### config.mk
export PLATFORM = sky130hd
export DESIGN_NAME = can_bit_destuff_flat
export DESIGN_NICKNAME = d
export VERILOG_FILES = /design/src/rtl/can_bit_destuff_if.sv /design/src/rtl/can_bit_destuff.sv /design/src/flat_wrapper.sv
export SDC_FILE = /design/constraint.sdc
export NUM_CORES = 1
export LEC_CHECK = 0
export ABC_AREA = 1
export BUFFER_PORTS_ARGS = -buffer_cell sky130_fd_sc_hd__buf_2
export CORE_ASPECT_RATIO = 0.6
export CORE_UTILIZATION = 55
export DETAILED_ROUTE_END_ITERATION = 8
export PLACE_DENSITY = 0.85
export SLEW_MARGIN = 0
export SYNTH_ARGS = -nofsm -noshare
export SYNTH_HDL_FRONTEND = slang
export SYNTH_SLANG_ARGS = --single-unit
export TNS_END_PERCENT = 10
### constraint.sdc
create_clock -name clk -period 1.6 [get_ports clk]
set_input_delay 0.32 -clock clk [delete_from_list [all_inputs] [get_ports clk]]
set_output_delay 0.32 -clock clk [all_outputs]
set_load 0.005 [all_outputs]
### src/rtl/can_bit_destuff_if.sv
// CAN destuffer bus: sampler-side inputs plus destuffed outputs.
// master drives en/din/din_valid; slave (the destuffer) drives the rest.
interface can_bit_destuff_if #(
  parameter int CNT_W = 7
);
  logic             en;
  logic             din;
  logic             din_valid;
  logic             dout;
  logic             dout_valid;
  logic [CNT_W-1:0] bit_idx;
  logic             stuff_drop;
  logic             stuff_err;

  modport master (
    output en,
    output din,
    output din_valid,
    input  dout,
    input  dout_valid,
    input  bit_idx,
    input  stuff_drop,
    input  stuff_err
  );

  modport slave (
    input  en,
    input  din,
    input  din_valid,
    output dout,
    output dout_valid,
    output bit_idx,
    output stuff_drop,
    output stuff_err
  );
endinterface

### src/rtl/can_bit_destuff.sv
// CAN bit destuffer: drops stuff bits, tags data bits with an index.
// Ports: clk, rst (sync, active-high), bus (en/din/din_valid in; dout/dout_valid/bit_idx/stuff_drop/stuff_err out).
module can_bit_destuff #(
  parameter int STUFF_LEN = 5,
  parameter int CNT_W     = 7
) (
  input logic              clk,
  input logic              rst,
  can_bit_destuff_if.slave bus
);

  localparam int RUN_W = $clog2(STUFF_LEN + 1);
  localparam logic [RUN_W-1:0] RUN_MAX = RUN_W'(STUFF_LEN);
  localparam logic [CNT_W-1:0] IDX_MAX = '1;

  typedef enum logic [1:0] {
    IDLE,
    FIRST,
    RUN,
    ERR
  } state_t;

  state_t           state_q, state_d;
  logic [RUN_W-1:0] run_q, run_d;
  logic             prev_q, prev_d;
  logic [CNT_W-1:0] idx_q, idx_d;

  logic             dout_q, dout_d;
  logic             dv_q, dv_d;
  logic [CNT_W-1:0] bidx_q, bidx_d;
  logic             drop_q, drop_d;
  logic             err_q, err_d;

  always_ff @(posedge clk) begin
    if (rst) begin
      state_q <= IDLE;
      run_q   <= '0;
      prev_q  <= 1'b0;
      idx_q   <= '0;
      dout_q  <= 1'b0;
      dv_q    <= 1'b0;
      bidx_q  <= '0;
      drop_q  <= 1'b0;
      err_q   <= 1'b0;
    end else begin
      state_q <= state_d;
      run_q   <= run_d;
      prev_q  <= prev_d;
      idx_q   <= idx_d;
      dout_q  <= dout_d;
      dv_q    <= dv_d;
      bidx_q  <= bidx_d;
      drop_q  <= drop_d;
      err_q   <= err_d;
    end
  end

  always_comb begin
    state_d = state_q;
    run_d   = run_q;
    prev_d  = prev_q;
    idx_d   = idx_q;
    dout_d  = 1'b0;
    dv_d    = 1'b0;
    bidx_d  = '0;
    drop_d  = 1'b0;
    err_d   = 1'b0;
    if (!bus.en) begin
      // en low wins over any coincident strobe
      state_d = IDLE;
      run_d   = '0;
      prev_d  = 1'b0;
      idx_d   = '0;
    end else begin
      unique case (state_q)
        IDLE: begin
          state_d = FIRST;
          run_d   = '0;
          prev_d  = 1'b0;
          idx_d   = '0;
        end
        FIRST: begin
          if (bus.din_valid) begin
            dout_d  = bus.din;
            dv_d    = 1'b1;
            bidx_d  = '0;
            prev_d  = bus.din;
            run_d   = RUN_W'(1);
            idx_d   = CNT_W'(1);
            state_d = RUN;
          end
        end
        RUN: begin
          if (bus.din_valid) begin
            if (run_q == RUN_MAX) begin
              if (bus.din != prev_q) begin
                // stuff bit opens the next run
                drop_d = 1'b1;
                prev_d = bus.din;
                run_d  = RUN_W'(1);
              end else begin
                err_d   = 1'b1;
                state_d = ERR;
              end
            end else begin
              if (bus.din == prev_q) begin
                run_d = run_q + RUN_W'(1);
              end else begin
                run_d  = RUN_W'(1);
                prev_d = bus.din;
              end
              dout_d = bus.din;
              dv_d   = 1'b1;
              bidx_d = idx_q;
              if (idx_q != IDX_MAX) begin
                idx_d = idx_q + CNT_W'(1);
              end
            end
          end
        end
        ERR: begin
        end
      endcase
    end
  end

  assign bus.dout       = dout_q;
  assign bus.dout_valid = dv_q;
  assign bus.bit_idx    = bidx_q;
  assign bus.stuff_drop = drop_q;
  assign bus.stuff_err  = err_q;

endmodule

### src/flat_wrapper.sv
// flat-port wrapper written by rule: the top's interface ports become plain ports
module can_bit_destuff_flat 
#(
  parameter int STUFF_LEN = 5,
  parameter int CNT_W     = 7
)
  (clk, rst, bus_en, bus_din, bus_din_valid, bus_dout, bus_dout_valid, bus_bit_idx, bus_stuff_drop, bus_stuff_err);
  can_bit_destuff_if #(.CNT_W(CNT_W)) bus_i ();
  input logic clk;
  input logic rst;
  input wire logic [$bits(bus_i.en)-1:0] bus_en;
  input wire logic [$bits(bus_i.din)-1:0] bus_din;
  input wire logic [$bits(bus_i.din_valid)-1:0] bus_din_valid;
  output wire logic [$bits(bus_i.dout)-1:0] bus_dout;
  output wire logic [$bits(bus_i.dout_valid)-1:0] bus_dout_valid;
  output wire logic [$bits(bus_i.bit_idx)-1:0] bus_bit_idx;
  output wire logic [$bits(bus_i.stuff_drop)-1:0] bus_stuff_drop;
  output wire logic [$bits(bus_i.stuff_err)-1:0] bus_stuff_err;
  assign bus_i.en = bus_en;
  assign bus_i.din = bus_din;
  assign bus_i.din_valid = bus_din_valid;
  assign bus_dout = bus_i.dout;
  assign bus_dout_valid = bus_i.dout_valid;
  assign bus_bit_idx = bus_i.bit_idx;
  assign bus_stuff_drop = bus_i.stuff_drop;
  assign bus_stuff_err = bus_i.stuff_err;
  can_bit_destuff #(.STUFF_LEN(STUFF_LEN), .CNT_W(CNT_W)) u_core (.clk(clk), .rst(rst), .bus(bus_i));
endmodule
==> flow_summary.yaml <==
run_status:
  status: "finished clean"
finish:
  diodes: 0
  drive_above_1_share_pct: 27.84
  finish.utilization_pct: 67.02
  nFillCells: 180
  design_area_sq_mm: 0.001483
  syn2layout_area_growth_pct: 13.18
  num-nets-final: 206
worst_setup_path:
  slowest_stage: "ha_2"
  crit_start: "u_core.state_q[0]"
  rr_worst_depth: 7
  critPathRequiredTime_ps: 1770
  cp_slowest_stage_delay_ps: 430
  crit_type: "reg2reg"
  path_cells: "inv_1 -> ha_2 -> inv_1 -> o21ai_0 -> a21oi_1 -> nor2_1 -> nor2_2"
  reg2reg_from: "u_core.state_q[0]"
  reg2reg_slack_ps: 120
  path_delay_family: "adder cells"
  start_kind: "flip-flop"
  cp_num_buf_inv: 2
  crit_arrival_ps: 1640
  cp-end-kind: "flip-flop"
  crit_path_max_fanout: 8
  crit_path_end: "u_core.idx_q[0]"
  r2r-end: "u_core.idx_q[0]"
  crit_top_cell: "inv_1"
  crit_cells: 7
yosys:
  synth_area_per_cell_sq_um: 7.443
  ys_async_sr_fraction_pct: 0
  synth_area_sq_mm: 0.001310
  synth-edff-count: 0
  ys_ff_latch: 24
  synth.most_common_cell: "nand2_1"
  ys_seq_area_share_pct: 36.68
  yosysTopAreaCellShare_pct: 36.68
  yosysTopAreaCell: "dfxtp_1"
  synthTopCellsByCount: "33 x nand2_1, 24 x dfxtp_1, 24 x nor2_1"
  syn-num-nets: 187
  synth_cell_types: 28
  synth_flop_cell: "dfxtp_1"
  ys_warn_count: 0
  yosys-top-cells-area: "dfxtp_1 37%, nand2_1 9.5%, nor2_1 6.9%"
  syn_inst: 176
cts:
  cts_max_level: 1
  cts_hold_buf: 0
  clk_pin_slew_ps: 80
  cts_resized: 0
  post_cts_buffers: 0
  clk_latency_ps: 260
  cts_buffers: 3
  clk_path_buf_depth: 2
  tritoncts: "built"
  cts-root-buf: "clkbuf_8"
  clock-sinks: 24
grt:
  antenna_found_initial: 0
  grt_pass1_wl_mm: 4.126
  grtUsageTotal_pct: 22.18
  grt-ovfl-total: 0
  grt_max_degree: 15
  grt_pass1_vias: 944
floorplan:
  coreArea_sq_mm: 0.002212
  rows: 13
  ioPinCount: 16
  fp.dieH_um: 39.81
  die_x_um: 65.01
  die-area_sq_mm: 0.002588
  initial_utilization_pct: 59.22
run:
  cap_violations: 0
sta:
  min_period_ps: 1477
  setup_violations: 0
  maxSlewHeadroom_pct: 75.60
  fin_skew_ps: 1.328
  setup-tns-final_ps: 0
  rsz0062_at_grt: "no"
  fmax_ghz: 0.6769
  whs_ps: 322.3
  min_period_over_period_pct: 92.33
  worstMarginPinSlew_ps: 365.0
  slew_violations: 0
  hold_viol_final: 0
power:
  p_leak_nw: 0.6533
  power_density_mw_per_mm2: 969.0
  ir_drop_v: 0.0007222
  power_w: 0.001437
place:
  dpl.hpwl_mm: 2.006
  port_buffers: 15
  post_dp_cell_area_sq_mm: 0.001409
  place_congestion: 0.9299
route:
  wl_per_cell_um: 11.59
  drtIter0Drc: 60
  drt_wl_total_mm: 2.597
  avgViaCountPerCell: 5.107
  routed-via-count: 1144
  drc_errors: 0
  first_pass_iters: 4
  ant_nets: 0
min_path:
  hold_depth: 3
  min_path_type: "in2reg"
==> where the power goes <==
group	total, W	leakage [nW]	internal [W]	switching [W]
sequential	0.000631	0.194	0.000614	0.0000173
combinational	0.000283	0.424	0.0000988	0.000184
clock	0.000522	0.0357	0.000334	0.000188
total	0.00144	0.653	0.00105	0.000390
==> per-layer routing <==
metal  GRT usage, %  share of wire, %  vias to the layer above
met5              0                 0                        -
met4          6.667               1.1                        0
met3          6.977               7.7                        4
met2          36.46                45                       48
met1          28.03                47                      504
li1               -                 -                      588
==> cell families (layout without fill, tap and decap cells) <==
logic type,after synthesis,in the layout,synth area share (%)
buffers and inverters,30,48,9.933
AND/OR/NAND/NOR,98,98,39.35
AO/OA/AOI/OAI,18,18,8.310
flip-flops,24,24,36.68
adder cells (fa/ha/maj),6,6,5.731
==> placed cells by master, fill, tap and decap left out, drive strengths merged <==
cell,instances
nand2,39
nor2,39
inv,27
dfxtp,24
buf,17
nand3,15
o21ai,8
a21oi,7
ha,6
clkbuf,3
nor3,2
nand4,1
and3,1
nor4,1
o21bai,1
a21boi,1
a211oi,1
bufinv,1
==> through the flow <==
step                      setup WS [ps]  cells
after global placement            115.9    220
final                             122.7    224
after floorplan                   201.2    176
after global routing              25.03    224
after detailed placement          60.04    220
after CTS                         39.66    224
==> worst min-delay path by stage <==
stage	start	endpoint	slack (ps)
finish	bus_din	u_core.prev_q	320
global placement	u_core.idx_q[5]	u_core.bus.bit_idx[5]	450
CTS	bus_din	u_core.bus.dout	310
floorplan	u_core.idx_q[5]	u_core.bus.bit_idx[5]	430
global route	bus_din	u_core.bus.dout	310
detailed placement	u_core.idx_q[5]	u_core.bus.bit_idx[5]	460
==> flip-flops by register name, indices dropped and copies added, names as in the netlist <==
register,flops
u_core.bus.dout_valid,1
u_core.bus.stuff_drop,1
u_core.bus.bit_idx,7
u_core.run_q,3
u_core.bus.dout,1
u_core.prev_q,1
u_core.state_q,2
u_core.idx_q,7
u_core.bus.stuff_err,1
==> worst register-to-register path: stages (launching register included) <==
cell and delay, ps:
dfxtp_1 400, inv_1 60, ha_2 430, inv_1 90
o21ai_0 120, a21oi_1 90, nor2_1 150, nor2_2 50
==> layout make-up <==
cell class	count	area (sq um)	area share (%)
clock buffers	3	41.29	2.785
repair buffers	17	90.09	6.076
well taps	30	37.54	2.532
flip-flops and latches	24	480.5	32.41
clock inverters	1	30.03	2.025
inverters	27	101.3	6.835
multi-input cells	122	701.9	47.34
Power figures use the tool's default switching activity.
